### config.mk
export PLATFORM = sky130hd
export DESIGN_NAME = data_stack_flat
export DESIGN_NICKNAME = d
export VERILOG_FILES = /design/src/rtl/data_stack_if.sv /design/src/rtl/data_stack.sv /design/src/flat_wrapper.sv
export SDC_FILE = /design/constraint.sdc
export NUM_CORES = 1
export LEC_CHECK = 0
export CAP_MARGIN = 0
export CORE_MARGIN = 3
export CORE_UTILIZATION = 53
export CTS_CLUSTER_DIAMETER = 30
export DETAILED_ROUTE_END_ITERATION = 10
export HOLD_SLACK_MARGIN = 0.05
export PLACE_DENSITY_LB_ADDON = 0.1
export SYNTH_ARGS = -nofsm -noshare
export SYNTH_HDL_FRONTEND = slang
export SYNTH_SLANG_ARGS = --single-unit
### constraint.sdc
create_clock -name clk -period 2.8 [get_ports clk]
set_input_delay 0.56 -clock clk [delete_from_list [all_inputs] [get_ports clk]]
set_output_delay 0.56 -clock clk [all_outputs]
set_load 0.01 [all_outputs]
### src/rtl/data_stack_if.sv
// Operand/result bundle between the Forth data stack and its controller/ALU.
interface data_stack_if #(
    parameter int unsigned Width = 16,
    parameter int unsigned Depth = 16
);
    localparam int unsigned DepthW = $clog2(Depth + 1);

    logic [2:0]        stack_op;
    logic [Width-1:0]  din;
    logic [Width-1:0]  alu_res;
    logic [Width-1:0]  tos;
    logic [Width-1:0]  nos;
    logic [DepthW-1:0] depth;
    logic              empty;
    logic              full;
    logic              err;

    modport master (
        output stack_op, din, alu_res,
        input  tos, nos, depth, empty, full, err
    );

    modport slave (
        input  stack_op, din, alu_res,
        output tos, nos, depth, empty, full, err
    );
endinterface

### src/rtl/data_stack.sv
// Forth data stack: TOS/NOS in registers feeding the ALU, deeper items spilled to an array.
module data_stack #(
    parameter int unsigned Width = 16,
    parameter int unsigned Depth = 16
) (
    input  logic       clk,
    input  logic       rst,
    data_stack_if.slave bus
);
    localparam int unsigned DepthW   = $clog2(Depth + 1);
    localparam int unsigned MemDepth = Depth - 2;
    localparam int unsigned SpW      = $clog2(Depth - 1);

    localparam logic [DepthW-1:0] DepthMax = DepthW'(Depth);
    localparam logic [DepthW-1:0] One      = DepthW'(1);
    localparam logic [DepthW-1:0] Two      = DepthW'(2);
    localparam logic [DepthW-1:0] Three    = DepthW'(3);

    typedef enum logic [2:0] {
        OpNop, OpPush, OpPop, OpBinary, OpUnary, OpDup, OpSwap, OpOver
    } op_e;

    logic [Width-1:0]  tos_q, tos_d;
    logic [Width-1:0]  nos_q, nos_d;
    logic [DepthW-1:0] depth_q, depth_d;
    logic [SpW-1:0]    sp_q, sp_d;
    logic              err_q, err_d;

    logic [Width-1:0]  mem_q [MemDepth];
    logic              mem_we;
    logic [SpW-1:0]    rd_idx;
    logic              push_en;
    logic              pull_en;
    logic [Width-1:0]  push_val;

    assign rd_idx = sp_q - SpW'(1);

    always_comb begin
        tos_d    = tos_q;
        nos_d    = nos_q;
        depth_d  = depth_q;
        sp_d     = sp_q;
        err_d    = err_q;
        mem_we   = 1'b0;
        push_en  = 1'b0;
        pull_en  = 1'b0;
        push_val = bus.din;

        unique case (op_e'(bus.stack_op))
            OpNop: ;
            OpPush: begin
                if (depth_q < DepthMax) push_en = 1'b1;
                else                    err_d   = 1'b1;
            end
            OpPop: begin
                if (depth_q >= One) begin
                    tos_d   = nos_q;
                    pull_en = 1'b1;
                end else begin
                    err_d = 1'b1;
                end
            end
            OpBinary: begin
                if (depth_q >= Two) begin
                    tos_d   = bus.alu_res;
                    pull_en = 1'b1;
                end else begin
                    err_d = 1'b1;
                end
            end
            OpUnary: begin
                if (depth_q >= One) tos_d = bus.alu_res;
                else                err_d = 1'b1;
            end
            OpDup: begin
                push_val = tos_q;
                if (depth_q >= One && depth_q < DepthMax) push_en = 1'b1;
                else                                      err_d   = 1'b1;
            end
            OpSwap: begin
                if (depth_q >= Two) begin
                    tos_d = nos_q;
                    nos_d = tos_q;
                end else begin
                    err_d = 1'b1;
                end
            end
            OpOver: begin
                push_val = nos_q;
                if (depth_q >= Two && depth_q < DepthMax) push_en = 1'b1;
                else                                      err_d   = 1'b1;
            end
            default: ;
        endcase

        if (push_en) begin
            nos_d   = tos_q;
            tos_d   = push_val;
            depth_d = depth_q + One;
            if (depth_q >= Two) begin
                mem_we = 1'b1;
                sp_d   = sp_q + SpW'(1);
            end
        end

        // Refill NOS from the array top in the same edge; zero it once nothing lies beneath.
        if (pull_en) begin
            depth_d = depth_q - One;
            if (depth_q >= Three) begin
                nos_d = mem_q[rd_idx];
                sp_d  = rd_idx;
            end else begin
                nos_d = '0;
            end
        end
    end

    always_ff @(posedge clk or posedge rst) begin
        if (rst) begin
            tos_q   <= '0;
            nos_q   <= '0;
            depth_q <= '0;
            sp_q    <= '0;
            err_q   <= 1'b0;
        end else begin
            tos_q   <= tos_d;
            nos_q   <= nos_d;
            depth_q <= depth_d;
            sp_q    <= sp_d;
            err_q   <= err_d;
        end
    end

    // Spill array is never observable before being written, so it carries no reset.
    always_ff @(posedge clk) begin
        if (mem_we) mem_q[sp_q] <= nos_q;
    end

    assign bus.tos   = tos_q;
    assign bus.nos   = nos_q;
    assign bus.depth = depth_q;
    assign bus.err   = err_q;
    assign bus.empty = (depth_q == '0);
    assign bus.full  = (depth_q == DepthMax);
endmodule
### src/flat_wrapper.sv
// flat-port wrapper written by rule: the top's interface ports become plain ports
module data_stack_flat 
#(
    parameter int unsigned Width = 16,
    parameter int unsigned Depth = 16
)
  (clk, rst, bus_stack_op, bus_din, bus_alu_res, bus_tos, bus_nos, bus_depth, bus_empty, bus_full, bus_err);
  data_stack_if #(.Width(Width), .Depth(Depth)) bus_i ();
  input  logic clk;
  input  logic rst;
  input wire logic [$bits(bus_i.stack_op)-1:0] bus_stack_op;
  input wire logic [$bits(bus_i.din)-1:0] bus_din;
  input wire logic [$bits(bus_i.alu_res)-1:0] bus_alu_res;
  output wire logic [$bits(bus_i.tos)-1:0] bus_tos;
  output wire logic [$bits(bus_i.nos)-1:0] bus_nos;
  output wire logic [$bits(bus_i.depth)-1:0] bus_depth;
  output wire logic [$bits(bus_i.empty)-1:0] bus_empty;
  output wire logic [$bits(bus_i.full)-1:0] bus_full;
  output wire logic [$bits(bus_i.err)-1:0] bus_err;
  assign bus_i.stack_op = bus_stack_op;
  assign bus_i.din = bus_din;
  assign bus_i.alu_res = bus_alu_res;
  assign bus_tos = bus_i.tos;
  assign bus_nos = bus_i.nos;
  assign bus_depth = bus_i.depth;
  assign bus_empty = bus_i.empty;
  assign bus_full = bus_i.full;
  assign bus_err = bus_i.err;
  data_stack #(.Width(Width), .Depth(Depth)) u_core (.clk(clk), .rst(rst), .bus(bus_i));
endmodule
==> impl_metrics.json, run 1 <==
{
  "rows": 51,
  "required_ns": 2.24,
  "wl_per_cell_um": 25.3,
  "fin_crit_ns": 2.67,
  "synthCells": 630,
  "layout_commonest_cell": "edfxtp_1",
  "p_leak_nw": 4.98,
  "crit_fanout": 8,
  "cp_num_buf_inv": 2,
  "die-height_um": 150,
  "postRouteAntennaNets": 0,
  "cpPeakStageDelay_ns": 0.56,
  "start_util": 0.550,
  "crit_path_top_delay_cell": "clkdlybuf4s50_1",
  "maxCapViolations": 0,
  "clk_pin_slew_ns": 0.05,
  "cts_root_buffer": "clkbuf_16",
  "critPathKind": "flop to primary output",
  "worstMarginPinSlew_ns": 0.876,
  "routed_wl_mm": 27.6,
  "synth-seq-cells": 266,
  "yosysTopAreaCell": "edfxtp_1",
  "vias": 6626,
  "htree_num_levels": 2,
  "vdd_ir_drop_max_uv": 1090,
  "placed_cell_area_um2": 12500,
  "async_reset_ff_frac": 0.158,
  "worst_setup_path_end_kind": "primary output",
  "antenna_found_initial": 0,
  "rsz0062_at_grt": "false",
  "layout_common_cells": "edfxtp_1, clkdlybuf4s50_1, buf_4",
  "clock_sinks": 266,
  "finalPower_mw": 16.7,
  "syn_to_final_growth_pct": 29.4,
  "yosys_warnings": 0,
  "clk_latency_ns": 0.54,
  "grt_pass1_wl_mm": 42.2,
  "coreArea_um2": 19900,
  "synth_mux_area_frac": 0.116,
  "slew_headroom": 0.416,
  "min-delay-path-class": "input pin to asynchronous set/reset pin",
  "fmaxAchievable_mhz": 375,
  "die_area_um2": 22400,
  "synth_xor_xnor_area_share": 0.00480,
  "synth-edff-count": 224,
  "fin_util": 0.712,
  "grt_pass1_vias": 6908,
  "synth_compound_area_frac": 0.0906,
  "setup_viol": 0,
  "n_antenna_cell": 0,
  "layout-drive-gt1-share": 0.264,
  "yosys.cell_types.count": 56,
  "finClkSkew_ns": 0.0210,
  "yosys.area_share.adder": 0.0114,
  "drv_slew": 0,
  "netlist_area_um2": 11000,
  "synth_top_area_frac": 0.614,
  "finalInstanceArea_um2": 14200,
  "path_cells": "inv_1 > ha_1 > nor3b_1 > clkdlybuf4s50_1",
  "syn_nets": 677,
  "grt_usage": 0.255,
  "dp_hpwl_mm": 18.2,
  "firstDrtPassIters": 4,
  "grt_overflow_total": 0,
  "die_w_um": 150,
  "boundaryPins": 77,
  "viasPerCell": 6.06,
  "grt_max_degree": 35,
  "drc": 0,
  "drtIter0Drc": 555,
  "ys.flop_type": "edfxtp_1",
  "critPathLaunchType": "flop",
  "cp_top_family": "buffers and inverters",
  "power.density_nw_per_um2": 1180,
  "outcome": "finished clean",
  "synthSimpleGateAreaFrac": 0.0473,
  "synthTopCellsByArea": "edfxtp_1, mux4_2, dfrtp_1",
  "syn_avg_cell_area_um2": 17.4,
  "place_congestion": 0.843,
  "nets": 835,
  "yosysSeqAreaShare": 0.710,
  "critPathArrivalTime_ns": 2.11,
  "clock_path_buffers": 3,
  "cts-buffers-inserted": 48,
  "port_buffers": 76,
  "period_share": 0.953,
  "synth_top_family_by_area": "multiplexers",
  "hold_viol": 0,
  "cts_tree": "yes"
}
==> cells in the mapped netlist (4+ instances only) <==
cell type / instances
a21oi_1: 22
a2bb2oi_1: 16
a32oi_1: 17
and2_1: 13
buf_2: 22
clkbuf_1: 11
dfrtp_1: 42
edfxtp_1: 224
ha_1: 10
inv_1: 9
mux2i_1: 16
mux4_2: 48
nand2_1: 22
nor2_1: 40
nor2b_1: 4
nor3_1: 5
o21ai_0: 5
o22a_1: 16
o22ai_1: 16
o31ai_1: 16
xnor2_1: 5
==> sequential cells by signal, summed over array words and instances, names as in the netlist <==
register,cells
u_core.bus.depth,5
u_core.bus.err,1
u_core.bus.nos,16
u_core.bus.tos,16
u_core.mem_q,224
u_core.sp_q,4
==> worst paths after layout <==
check | to | from | cells past startpoint | slack [ns]
worst max-delay path | bus_empty | u_core.bus.depth[0] | 4 | 0.13
max in group asynchronous | u_core.bus.depth[1] | rst | 3 | 1.68
min in group clk | u_core.bus.err | u_core.bus.err | 1 | 0.49
worst min-delay path | u_core.bus.tos[13] | rst | 2 | 0.42
worst max register to register | u_core.mem_q[4][11] | u_core.bus.depth[1] | 9 | 0.19
worst min register to register | u_core.bus.err | u_core.bus.err | 1 | 0.49
==> kinds of logic after synthesis <==
kind of cell | count (synthesis)
multiplexers | 66
XOR/XNOR | 6
AND/OR/NAND/NOR | 105
buffers and inverters | 47
flip-flops | 266
adder cells (fa/ha/maj) | 10
AO/OA/AOI/OAI | 130
==> through the flow <==
stage	cells	TNS [ns]	hold slack, ns	worst slack (ns)
2_1_floorplan	630	0	0.505	0.00580
3_3_place_gp	1003	-8.55	0.470	-0.173
3_5_place_dp	1003	-19.22	0.469	-0.227
4_1_cts	1093	0	0.415	0.0237
5_1_grt	1093	0	0.439	0.0273
6_report	1093	0	0.419	0.133
==> report_power, final <==
part,internal [mW],switching [mW]
Clock,3.72,2.03
Sequential,5.11,0.400
Combinational,2.50,2.95
Total,11.3,5.39
==> final cells by class <==
| type | instances | area (um^2) |
|---|---|---|
| clock buffer | 55 | 1250 |
| clock inverter | 35 | 388 |
| fill | 1259 | 5740 |
| inverter | 9 | 33.8 |
| multi-input combinational | 317 | 2980 |
| sequential | 266 | 7780 |
| tap | 265 | 332 |
| timing repair buffer | 146 | 1410 |
==> layer usage <==
metal | global-route usage | share of wire | vias to the layer above
li1 | - | - | 2892
met1 | 0.341 | 0.40 | 3418
met2 | 0.421 | 0.51 | 252
met3 | 0.0421 | 0.048 | 64
met4 | 0.108 | 0.038 | 0
met5 | 0 | 0 | -
==> repair_timing <==
item / 4_1_cts / 5_1_grt
buffers inserted: 0 / 0
pin swaps: 0 / 1
resized for setup: 2 / 4
endpoints found under the setup margin: 1 / 37
hold buffers: 0 / 0
gates cloned: 0 / 0
(Power assumes the default switching activity.)
==> run 2, diff against run 1 <==
- CAP_MARGIN: 0 -> 20
- CTS_CLUSTER_DIAMETER: 30 -> 40
==> impl_metrics.json, run 2 (synthesis results as in run 1) <==
{
  "outcome": "finished clean",
  "die-height_um": 150,
  "met1_length_mm": 10.7,
  "p_seq_frac": 0.362,
  "p_int_mw": 10.2,
  "antenna_found_initial": 0,
  "dr_wl_met2_mm": 13.8,
  "slew_headroom": 0.450,
  "worst_setup_path_end_kind": "primary output",
  "largest_reg_flops": 224,
  "p_sw_mw": 5.01,
  "clock_power_share": 0.281,
  "drtIter0Drc": 530,
  "n_antenna_cell": 0,
  "combPwrFrac": 0.357,
  "grt_pass1_vias": 6702,
  "clock_sinks": 266,
  "fillCellCount": 1316,
  "min-delay-path-class": "input pin to asynchronous set/reset pin",
  "required_ns": 2.24,
  "firstDrtPassIters": 5,
  "hold_viol": 0,
  "top_register": "u_core.mem_q",
  "multiInputGateArea_um2": 2970,
  "viasPerCell": 5.99,
  "setup_viol": 0,
  "start_util": 0.550,
  "fin_util": 0.686,
  "cts_tree": "yes",
  "die_area_um2": 22400,
  "clk_pin_slew_ns": 0.06,
  "vias": 6382,
  "routed_wl_mm": 26.7,
  "coreArea_um2": 19900,
  "worst_hold_slack_ns": 0.452,
  "grt_max_degree": 35,
  "p_leak_nw": 4.75,
  "period_share": 0.949,
  "power.density_nw_per_um2": 1110,
  "reg2reg_depth": 9,
  "port_buffers": 76,
  "final-seq-area_um2": 7780,
  "syn_to_final_growth_pct": 24.7,
  "layout_commonest_cell": "edfxtp_1",
  "cts-buffers-inserted": 34,
  "r2r_start": "u_core.bus.depth[1]",
  "nets": 822,
  "postRouteAntennaNets": 0,
  "finClkSkew_ns": 0.0210,
  "worstMarginPinSlew_ns": 0.826,
  "rsz0062_at_grt": "false",
  "maxCapViolations": 0,
  "layout_common_cells": "edfxtp_1, clkdlybuf4s50_1, buf_4",
  "fin_crit_ns": 2.66,
  "placed_cell_area_um2": 12500,
  "r2r_slack_ns": 0.19,
  "clock_path_buffers": 3,
  "boundaryPins": 77,
  "dp_hpwl_mm": 18.2,
  "cts_root_buffer": "clkbuf_16",
  "grt_overflow_total": 0,
  "wl_per_cell_um": 25.1,
  "clk_latency_ns": 0.52,
  "die_w_um": 150,
  "r2r-end": "u_core.mem_q[5][4]",
  "rows": 51,
  "fmaxAchievable_mhz": 376,
  "netSwitchingFraction": 0.330,
  "vdd_ir_drop_max_uv": 915,
  "drv_slew": 0,
  "wl_met3_mm": 1.39,
  "place_congestion": 0.843,
  "drc": 0,
  "crit_fanout": 8,
  "htree_num_levels": 2,
  "grt_usage": 0.246,
  "grt_pass1_wl_mm": 40.6,
  "crit_end": "bus_empty",
  "layout-drive-gt1-share": 0.246,
  "finalInstanceArea_um2": 13700,
  "critPathKind": "flop to primary output",
  "critPathArrivalTime_ns": 2.10,
  "worstSetupStartpoint": "u_core.bus.depth[3]",
  "critPathLaunchType": "flop",
  "top_layer": "met4"
}
run 2: cell count changes in the layout (fill, tap and decap cells not counted), sizes merged:
cell / change
clkbuf: -17
inv: -6
bufinv: -2
buf: +1
clkinvlp: -4
run 2: per-stage QoR:
stage	worst slack [ns]	setup TNS [ns]	power, mW	instances
floorplan	0.00580	0	8.72	630
global placement	-0.173	-8.55	10.9	1003
detailed placement	-0.227	-19.22	11.1	1003
CTS	0.0370	0	15.3	1064
global route	0.0626	0	15.8	1065
finish	0.144	0	15.2	1065
run 2: cell type report:
cell class / count / area share
sequential: 266 / 0.570
multi-input combinational: 317 / 0.218
timing repair buffer: 147 / 0.104
clock buffer: 38 / 0.0634
tap: 265 / 0.0243
clock inverter: 23 / 0.0190
inverter: 9 / 0.00247
run 2: worst max-delay path, cell delays in order, from the launching register on:
cell and delay, ns:
dfrtp_1 0.46, or2_4 0.35, nor3b_1 0.22, clkdlybuf4s50_1 0.57
run 2: what timing repair did:
item,4_1_cts,5_1_grt
hold buffers,0,0
buffers inserted,0,1
pin swaps,0,1
endpoints found under the setup margin,1,35
resized for setup,2,4
run 2: layer usage:
metal,track usage,up-vias
li1,-,2844
met1,0.329,3258
met2,0.412,226
met3,0.0406,54
met4,0.0897,0
met5,0,-
run 2: power by group through the flow:
stage	Sequential (mW)	Clock, mW	Combinational, mW
floorplan	5.77	0	2.95
global placement	5.56	0	5.38
detailed placement	5.57	0	5.49
CTS	5.50	4.34	5.47
global route	5.53	4.53	5.79
finish	5.50	4.27	5.42
run 2: how the worst min path moves through the flow:
stage          cells past startpoint            from            endpoint  slack [ns]
6_report                           2             rst  u_core.bus.tos[10]        0.45
5_1_grt                            2             rst  u_core.bus.tos[10]        0.48
4_1_cts                            2             rst  u_core.bus.tos[10]        0.45
3_5_place_dp                       1  u_core.bus.err      u_core.bus.err        0.47
3_3_place_gp                       1  u_core.bus.err      u_core.bus.err        0.47
2_1_floorplan                      1  u_core.bus.err      u_core.bus.err        0.50
